### src/rtl/mips_exec_alu_if.sv
// Operand/instruction bundle into the execute-stage ALU and its registered result.
// master drives the instruction and operands; slave is the ALU.
interface mips_exec_alu_if #(
   parameter int WIDTH = 32
);
   logic [31:0]      Instruction;
   logic [WIDTH-1:0] A;
   logic [WIDTH-1:0] B;
   logic [4:0]       shamt;
   logic [WIDTH-1:0] O;
   logic             zero;

   modport master (
      output Instruction, A, B, shamt,
      input  O, zero
   );

   modport slave (
      input  Instruction, A, B, shamt,
      output O, zero
   );
endinterface

### src/rtl/mips_exec_alu.sv
// Registered MIPS execute-stage ALU: decodes the raw instruction word, computes the result
// and a zero flag for beq/bne resolution, one cycle of latency.
module mips_exec_alu #(
   parameter int WIDTH = 32
) (
   input  logic               clk,
   input  logic               rst_n,
   mips_exec_alu_if.slave     bus
);

   logic [5:0]       opcode;
   logic [5:0]       funct;
   logic [15:0]      imm16;
   logic [WIDTH-1:0] imm_se;
   logic [WIDTH-1:0] imm_ze;
   logic [WIDTH-1:0] o_d;
   logic [WIDTH-1:0] o_q;
   logic             zero_d;
   logic             zero_q;
   logic             unused_fields;

   assign opcode = bus.Instruction[31:26];
   assign funct  = bus.Instruction[5:0];
   assign imm16  = bus.Instruction[15:0];
   assign imm_se = {{(WIDTH-16){imm16[15]}}, imm16};
   assign imm_ze = {{(WIDTH-16){1'b0}}, imm16};

   // Register specifiers are resolved upstream; only the shamt port drives shifts.
   assign unused_fields = ^bus.Instruction[25:16];

   always_comb begin
      o_d = '0;
      case (opcode)
         6'h00: begin
            case (funct)
               6'h21:        o_d = bus.A + bus.B;
               6'h23:        o_d = bus.A - bus.B;
               6'h27, 6'h2F: o_d = ~(bus.A | bus.B);
               6'h00:        o_d = bus.B << bus.shamt;
               6'h02:        o_d = bus.B >> bus.shamt;
               default:      o_d = '0;
            endcase
         end
         6'h09:        o_d = bus.A + imm_se;
         6'h0C:        o_d = bus.A & imm_ze;
         6'h04, 6'h05: o_d = bus.A - bus.B;
         6'h23, 6'h2B: o_d = bus.A + imm_se;
         default:      o_d = '0;
      endcase
      zero_d = (o_d == '0);
   end

   always_ff @(posedge clk or negedge rst_n) begin
      if (!rst_n) begin
         o_q    <= '0;
         zero_q <= 1'b0;
      end else begin
         o_q    <= o_d;
         zero_q <= zero_d;
      end
   end

   assign bus.O    = o_q;
   assign bus.zero = zero_q;

endmodule

### src/flat_wrapper.sv
// flat-port wrapper written by rule: the top's interface ports become plain ports
module mips_exec_alu_flat 
#(
   parameter int WIDTH = 32
)
  (clk, rst_n, bus_Instruction, bus_A, bus_B, bus_shamt, bus_O, bus_zero);
  mips_exec_alu_if #(.WIDTH(WIDTH)) bus_i ();
  input  logic clk;
  input  logic rst_n;
  input wire logic [$bits(bus_i.Instruction)-1:0] bus_Instruction;
  input wire logic [$bits(bus_i.A)-1:0] bus_A;
  input wire logic [$bits(bus_i.B)-1:0] bus_B;
  input wire logic [$bits(bus_i.shamt)-1:0] bus_shamt;
  output wire logic [$bits(bus_i.O)-1:0] bus_O;
  output wire logic [$bits(bus_i.zero)-1:0] bus_zero;
  assign bus_i.Instruction = bus_Instruction;
  assign bus_i.A = bus_A;
  assign bus_i.B = bus_B;
  assign bus_i.shamt = bus_shamt;
  assign bus_O = bus_i.O;
  assign bus_zero = bus_i.zero;
  mips_exec_alu #(.WIDTH(WIDTH)) u_core (.clk(clk), .rst_n(rst_n), .bus(bus_i));
endmodule
### config.mk
export PLATFORM = sky130hd
export DESIGN_NAME = mips_exec_alu_flat
export DESIGN_NICKNAME = d
export VERILOG_FILES = /design/src/rtl/mips_exec_alu_if.sv /design/src/rtl/mips_exec_alu.sv /design/src/flat_wrapper.sv
export SDC_FILE = /design/constraint.sdc
export NUM_CORES = 1
export LEC_CHECK = 0
export CORE_MARGIN = 10
export CORE_UTILIZATION = 60
export CTS_BUF_LIST = sky130_fd_sc_hd__clkbuf_8
export DETAILED_ROUTE_END_ITERATION = 10
export HOLD_SLACK_MARGIN = 0.12
export PLACE_DENSITY = 0.84
export SETUP_SLACK_MARGIN = 0.02
export SYNTH_ARGS = -nofsm -noshare
export SYNTH_HDL_FRONTEND = slang
export SYNTH_SLANG_ARGS = --single-unit
### constraint.sdc
create_clock -name clk -period 0.84 [get_ports clk]
set_clock_uncertainty 0.2 [all_clocks]
set_input_delay 0.21 -clock clk [delete_from_list [all_inputs] [get_ports clk]]
set_output_delay 0.21 -clock clk [all_outputs]
set_load 0.02 [all_outputs]
==> flow_metrics.py, run 1 <==
metrics = {
    "run_status": {
        "outcome": "did not finish",
        "haltStage": "4_1_cts",
        "error_line": "[ERROR DPL-0038] Utilization greater than 100%, impossible to legalize",
    },
    "synthesis": {
        "ys_top_cells_by_area": "ha_1 (13%), mux4_2 (8.4%), dfrtp_1 (6.5%)",
        "yosysTopAreaCell": "ha_1",
        "synthDistinctLibCells": 95,
        "synth_top_area_share_pct": 12.98,
        "synth.net_count": 1939,
        "yosysWarnings": 0,
        "synth_flop_cell": "dfrtp_1",
        "syn_area_um2": 12630,
        "seq_area_frac_synth_pct": 6.539,
        "synth_common_cells": "nand2_1 (140), nor2_1 (133), ha_1 (131)",
        "ys_ff_latch": 33,
        "synth-edff-count": 0,
        "yosys.cell_count.top_type": "nand2_1",
        "syn_area_per_cell_um2": 7.420,
        "syn_inst": 1702,
        "synthArstFlopShare_pct": 100.0,
    },
    "floorplanning": {
        "rows": 53,
        "die_w_um": 165.1,
        "ios": 136,
        "dieHeight_um": 165.1,
        "start_util_pct": 60.46,
    },
    "placed_design": {
        "pre_cts_ws_ns": -3.980,
        "io_buffers": 125,
        "place_congestion": 1.425,
        "dpl.hpwl_um": 70500,
    },
    "clock_network": {
        "clockRootBuffer": "clkbuf_8",
        "cts_sinks": 33,
        "clockBufferDepth": 2,
        "postCtsSetupRepairBufs": 103,
        "htree_levels": 2,
        "post_cts_resized": 828,
        "cts_buffers": 5,
    },
}
==> stage by stage <==
step           area, um^2  cells
3_5_place_dp        19980   2745
2_1_floorplan       13390   1702
3_3_place_gp        19980   2745
==> cells by family after synthesis <==
| logic type | share of synthesized area, % |
|---|---|
| AO/OA/AOI/OAI | 32.23 |
| AND/OR/NAND/NOR | 20.81 |
| buffers and inverters | 7.837 |
| adder cells (fa/ha/maj) | 13.45 |
| multiplexers | 15.18 |
| XOR/XNOR | 3.953 |
| flip-flops | 6.539 |
==> inputs of run 2 (changes only) <==
- CORE_UTILIZATION: 60 -> 40
- CTS_BUF_LIST: sky130_fd_sc_hd__clkbuf_8 -> default
- HOLD_SLACK_MARGIN: 0.12 -> default
- PLACE_DENSITY: 0.84 -> default
- PLACE_DENSITY_LB_ADDON: default -> 0.15
- SETUP_SLACK_MARGIN: 0.02 -> default
==> run 2 against run 1 <==
  * The flow now finishes, with violations (negative setup slack)
  * Synthesized cell count unchanged
  * Area after synthesis unchanged
==> flow_metrics.py, run 2 <==
metrics = {
    "run_status": {
        "outcome": "finished, violations left",
        "violations": "negative setup slack",
    },
    "floorplanning": {
        "core_area_um2": 31390,
        "ios": 136,
        "die_area_um2": 39080,
        "start_util_pct": 40.23,
        "rows": 65,
        "die_w_um": 197.7,
        "dieHeight_um": 197.7,
    },
    "critical_path": {
        "crit_fanout": 2,
        "crit_path_cell_trace": "dlygate4sd2_1 > mux4_2 > and2_4 > o31ai_4 > buf_6 > nand4_1 > o31ai_2 > nand4_1 > or4_4 > or4_4 > nor4b_4 > nand4_1 > nor2_1",
        "arrival_ns": 4.03,
        "startpoint": "bus_B[23]",
        "cp.depth": 13,
        "cp.buffers_inverters": 2,
        "worstSetupPathType": "primary input to flop",
        "cp.required_ns": 0.86,
        "path_delay_family": "simple AND/OR/NAND/NOR gates",
        "end_kind": "flop",
        "worst_path_max_delay_cell": "mux4_2",
        "cp_common_cell": "nand4_1",
        "start_kind": "primary input",
        "worst_path_largest_cell_delay_ns": 0.52,
    },
    "clock_network": {
        "cts_buffers": 5,
        "clockRootBuffer": "clkbuf_16",
        "cts_sinks": 33,
        "cts_tree": "yes",
        "htree_levels": 2,
        "cts.clk_slew.worst_paths_ns": 0.07,
        "clockBufferDepth": 2,
    },
    "timing": {
        "setup_viol": 66,
        "hold_viol_final": 0,
        "fmax_mhz": 249.0,
        "grt_setup_unrepaired": "true",
        "fin_ws_ns": -3.176,
        "setup_tns_ns": -83.06,
        "period_needed_ns": 4.016,
        "max_slew.worst_pin.slew_ns": 0.6585,
        "drv_slew": 0,
        "relSlewSlack_pct": 55.70,
        "fin_crit_sh_pct": 478.1,
    },
    "cells_and_area": {
        "final_common_cell": "buf_4",
        "finalNonFillerCells": 3050,
        "fin_util_pct": 77.19,
        "syn_to_final_growth_pct": 91.90,
        "finalNetCount": 2883,
        "final_cell_mix": "buf_4 (805), buf_6 (139), nand2_1 (125)",
        "largest_reg_flops": 32,
        "final_layout_size_suffix_gt1_share_pct": 54.36,
    },
    "drt": {
        "viasPerCell": 6.596,
        "finalWirelength_um": 86190,
        "dr.pass1.iters": 9,
        "initialDrtViolationCount": 2608,
        "drc": 0,
        "wl_per_cell_um": 28.26,
        "ant_nets": 0,
        "vias": 20117,
    },
    "grt": {
        "grt_pass1_wl_um": 120400,
        "overflow": 0,
        "grt_pass1_vias": 19598,
        "antenna_found_initial": 2,
        "grt_max_degree": 34,
        "grt_usage_pct": 40.75,
    },
    "worst_hold_path": {
        "holdCritPathClass": "primary input to async pin",
    },
    "synthesis": {
        "syn_area_um2": 12630,
        "synth-edff-count": 0,
        "synth_flop_cell": "dfrtp_1",
        "yosysWarnings": 0,
        "synthArstFlopShare_pct": 100.0,
        "synth.net_count": 1939,
        "syn_area_per_cell_um2": 7.420,
        "ys_top_cells_by_area": "ha_1 (13%), mux4_2 (8.4%), dfrtp_1 (6.5%)",
        "synthDistinctLibCells": 95,
        "seq_area_frac_synth_pct": 6.539,
        "yosysTopAreaCell": "ha_1",
        "synth_common_cells": "nand2_1 (140), nor2_1 (133), ha_1 (131)",
        "yosys.cell_count.top_type": "nand2_1",
        "synth_top_area_share_pct": 12.98,
        "ys_ff_latch": 33,
        "syn_inst": 1702,
    },
    "placed_design": {
        "place_congestion": 1.071,
        "io_buffers": 125,
        "placedCellCount": 2894,
        "dpl.hpwl_um": 65200,
    },
    "pwr": {
        "peakVddDrop_uv": 998.4,
        "power_density_nw_per_um2": 851.2,
        "p_switching_w": 0.009405,
        "switching_share_pct": 45.60,
        "intPower_w": 0.01122,
        "power_frac_clock_pct": 11.2,
        "comb_power_share_pct": 80.4,
        "p_total_w": 0.02063,
        "leakagePower_nw": 11.10,
        "seqPwrFrac_pct": 8.3,
    },
    "job": {
        "cap_viol_max_count": 0,
    },
}
-- run 2: metal layers --
layer  share of wire, %  track usage (%)  vias to the layer above
met4                9.0            28.08                        4
met5              0.059                0                        -
met1                 36            48.00                     9506
met3                 13            11.69                      496
li1                   -                -                     8420
met2                 43            62.94                     1691
-- run 2: power by group through the flow --
stage	registers, W	logic [W]	clock network [W]
detailed placement	0.00173	0.0130	0
floorplan	0.00185	0.00609	0
global route	0.00173	0.0171	0.00234
CTS	0.00172	0.0148	0.00228
global placement	0.00173	0.0128	0
finish	0.00172	0.0166	0.00231
-- run 2: logic make-up (layout without fill, tap and decap cells) --
family | Yosys count | in the layout | synth area share (%)
simple gates | 527 | 528 | 20.81
compound gates | 584 | 584 | 32.23
fa+ha+maj | 134 | 134 | 13.45
other cells | 0 | 1 | 0
mux | 130 | 130 | 15.18
xor+xnor | 57 | 57 | 3.953
buf+inv | 237 | 1181 | 7.837
flops | 33 | 33 | 6.539
-- run 2: timing repair --
action / 4_1_cts / 5_1_grt
resized for setup: 704 / 250
endpoints found under the hold margin: 33 / 0
endpoints found under the setup margin: 66 / 97
hold buffers: 1 / 0
gates cloned: 3 / 3
pin swaps: 141 / 155
buffers inserted: 116 / 71
-- run 2: area by class of cell --
| cell class | instances | area, um^2 |
|---|---|---|
| Fill cell | 2206 | 7159 |
| Inverter | 111 | 488.0 |
| Clock inverter | 1 | 30.03 |
| Tap cell | 402 | 503.0 |
| Timing Repair Buffer | 1062 | 8991 |
| Clock buffer | 7 | 142.6 |
| Sequential cell | 33 | 825.8 |
| Antenna cell | 1 | 2.502 |
| Multi-Input combinational cell | 1433 | 13250 |
-- run 2: stage by stage --
| stage | setup slack [ns] | hold slack (ns) | cell area, um^2 |
|---|---|---|---|
| after detailed placement | -3.808 | -0.01202 | 20300 |
| after global routing | -3.168 | 0.2706 | 24230 |
| after CTS | -3.019 | 0.2188 | 22990 |
| after floorplan | -2.765 | -0.2856 | 13390 |
| final | -3.176 | 0.2430 | 24230 |
| after global placement | -3.781 | -0.02311 | 20300 |
-- run 2: worst paths after layout --
path                       slack, ns               end
max in group asynchronous       0.04  u_core.bus.O[25]
max                            -3.18   u_core.bus.zero
min in group clk                0.39   u_core.bus.O[5]
min                             0.24  u_core.bus.O[10]
No activity file was read; power rests on OpenSTA's default activity.
==> inputs of run 3 (changes only) <==
- CELL_PAD_IN_SITES_DETAIL_PLACEMENT: default -> 0
- CELL_PAD_IN_SITES_GLOBAL_PLACEMENT: default -> 2
- CORE_UTILIZATION: 40 -> 35
- PLACE_DENSITY_LB_ADDON: 0.15 -> 0.3
==> run 3 against run 2 <==
  * The flow still finishes with violations (negative setup slack)
  * Wire length down 9.5%
  * Hold slack worse by 0.047 ns
  * Largest cell class unchanged
  * Utilization is 12 points lower
  * Via count fell by 5.5%
  * Final area is 4.7% lower
  * Critical path type unchanged
==> flow_metrics.py, run 3 (synthesis results as in run 2) <==
metrics = {
    "critical_path": {
        "crit_fanout": 3,
        "path_delay_family": "simple AND/OR/NAND/NOR gates",
        "startpoint": "bus_B[0]",
        "crit_path_cell_trace": "buf_8 > buf_6 > ha_4 > o21ba_4 > or4_4 > buf_6 > buf_6 > a2111oi_4 > buf_4 > a211oi_4 > buf_4 > a211oi_2 > or3_1 > a21oi_2 > or4_4 > nor4_2 > nand4_1 > nor2_4",
        "cp.depth": 18,
        "end_kind": "flop",
        "start_kind": "primary input",
        "cp.buffers_inverters": 6,
        "worst_path_largest_cell_delay_ns": 0.55,
        "arrival_ns": 4.02,
        "cp_common_cell": "buf_6",
        "cp.required_ns": 0.88,
        "worstSetupPathType": "primary input to flop",
        "worst_path_max_delay_cell": "or4_4",
    },
    "cells_and_area": {
        "largest_reg_flops": 32,
        "fin_util_pct": 64.92,
        "final_common_cell": "buf_4",
        "diodes": 0,
        "finalNetCount": 2822,
        "final_layout_size_suffix_gt1_share_pct": 51.24,
        "finalInstanceArea_um2": 23090,
        "n_fill_cell": 3045,
        "final_cell_mix": "buf_4 (778), nand2_1 (132), nor2_1 (121)",
        "syn_to_final_growth_pct": 82.86,
        "finalNonFillerCells": 3047,
    },
    "grt": {
        "overflow": 0,
        "grt_pass1_vias": 19051,
        "antenna_found_initial": 1,
        "grt_max_degree": 34,
        "grt_usage_pct": 33.38,
        "grt_pass1_wl_um": 114500,
    },
    "drt": {
        "viasPerCell": 6.241,
        "vias": 19017,
        "finalWirelength_um": 77980,
        "dr.pass1.iters": 10,
        "drc": 0,
        "wl_per_cell_um": 25.59,
        "initialDrtViolationCount": 2248,
        "ant_nets": 0,
    },
    "floorplanning": {
        "start_util_pct": 35.50,
        "core_area_um2": 35570,
        "die_w_um": 210.0,
        "dieHeight_um": 210.0,
        "rows": 69,
        "ios": 136,
        "die_area_um2": 44080,
    },
    "clock_network": {
        "cts_buffers": 5,
        "htree_levels": 2,
        "clockBufferDepth": 2,
        "cts_tree": "yes",
        "clockRootBuffer": "clkbuf_16",
        "cts.clk_slew.worst_paths_ns": 0.06,
        "cts_sinks": 33,
    },
    "worst_hold_path": {
        "holdCritPathClass": "primary input to async pin",
    },
    "timing": {
        "relSlewSlack_pct": 49.12,
        "drv_slew": 0,
        "fin_crit_sh_pct": 474.4,
        "fmax_mhz": 250.9,
        "period_needed_ns": 3.985,
        "setup_viol": 66,
        "hold_viol_final": 0,
        "setup_tns_ns": -84.76,
        "max_slew.worst_pin.slew_ns": 0.7420,
        "holdWs_ns": 0.1961,
        "grt_setup_unrepaired": "true",
        "fin_ws_ns": -3.145,
    },
    "job": {
        "cap_viol_max_count": 0,
    },
    "run_status": {
        "violations": "negative setup slack",
        "outcome": "finished, violations left",
    },
    "pwr": {
        "peakVddDrop_uv": 771.6,
        "power_density_nw_per_um2": 816.0,
        "leakagePower_nw": 10.50,
    },
    "placed_design": {
        "placedCellCount": 2909,
        "dpl_cell_area_um2": 20060,
        "io_buffers": 125,
        "place_congestion": 1.128,
        "dpl.hpwl_um": 61560,
    },
}
-- run 3: cell count changes in the layout (fill, tap and decap cells not counted), moves of 7 or more --
cell             change
o21ai_1              -7
dlygate4sd2_1       +10
clkbuf_2            -11
inv_2               +10
buf_6               -26
buf_4               -27
nand2_1              +7
clkdlybuf4s50_1      +7
-- run 3: final timing paths --
check | to | slack (ns)
max | u_core.bus.zero | -3.14
min in group clk | u_core.bus.O[3] | 0.45
max in group asynchronous | u_core.bus.O[28] | 0.06
min | u_core.bus.O[7] | 0.20
-- run 3: report_power, final --
group          switching, W  leakage [nW]  internal (W)
Sequential        0.0000451         0.449       0.00168
Combinational       0.00776          9.99       0.00744
Clock              0.000833        0.0696       0.00109
Total               0.00863          10.5        0.0102
-- run 3: final cells by class --
| type | instances | area [um^2] | area share [%] |
|---|---|---|---|
| clock inverter | 3 | 17.52 | 0.07586 |
| sequential | 33 | 825.8 | 3.576 |
| timing repair buffer | 1002 | 8374 | 36.26 |
| multi-input combinational | 1432 | 12710 | 55.05 |
| clock buffer | 5 | 125.1 | 0.5418 |
| tap | 461 | 576.8 | 2.498 |
| inverter | 111 | 460.4 | 1.994 |
-- run 3: repair_timing --
item                                    4_1_cts  5_1_grt
hold buffers                                  1        0
gates resized for setup                     666      118
hold endpoints to repair                     33        0
buffers inserted                            108       51
cloned                                        1        2
endpoints found under the setup margin       66       66
pin swaps                                   136       97
-- run 3: through the flow --
stage	worst slack, ns	power [W]
finish	-3.145	0.01884
global route	-3.247	0.01970
CTS	-3.027	0.01778
detailed placement	-3.943	0.01432
global placement	-3.885	0.01415
floorplan	-2.765	0.007936
-- run 3: metal layers --
metal / vias up / part of all wire (%) / global-route usage [%]
met3: 365 / 11 / 7.776
li1: 8307 / - / -
met1: 9084 / 38 / 40.58
met5: - / 0.017 / 0
met2: 1259 / 43 / 51.24
met4: 2 / 8.7 / 23.69
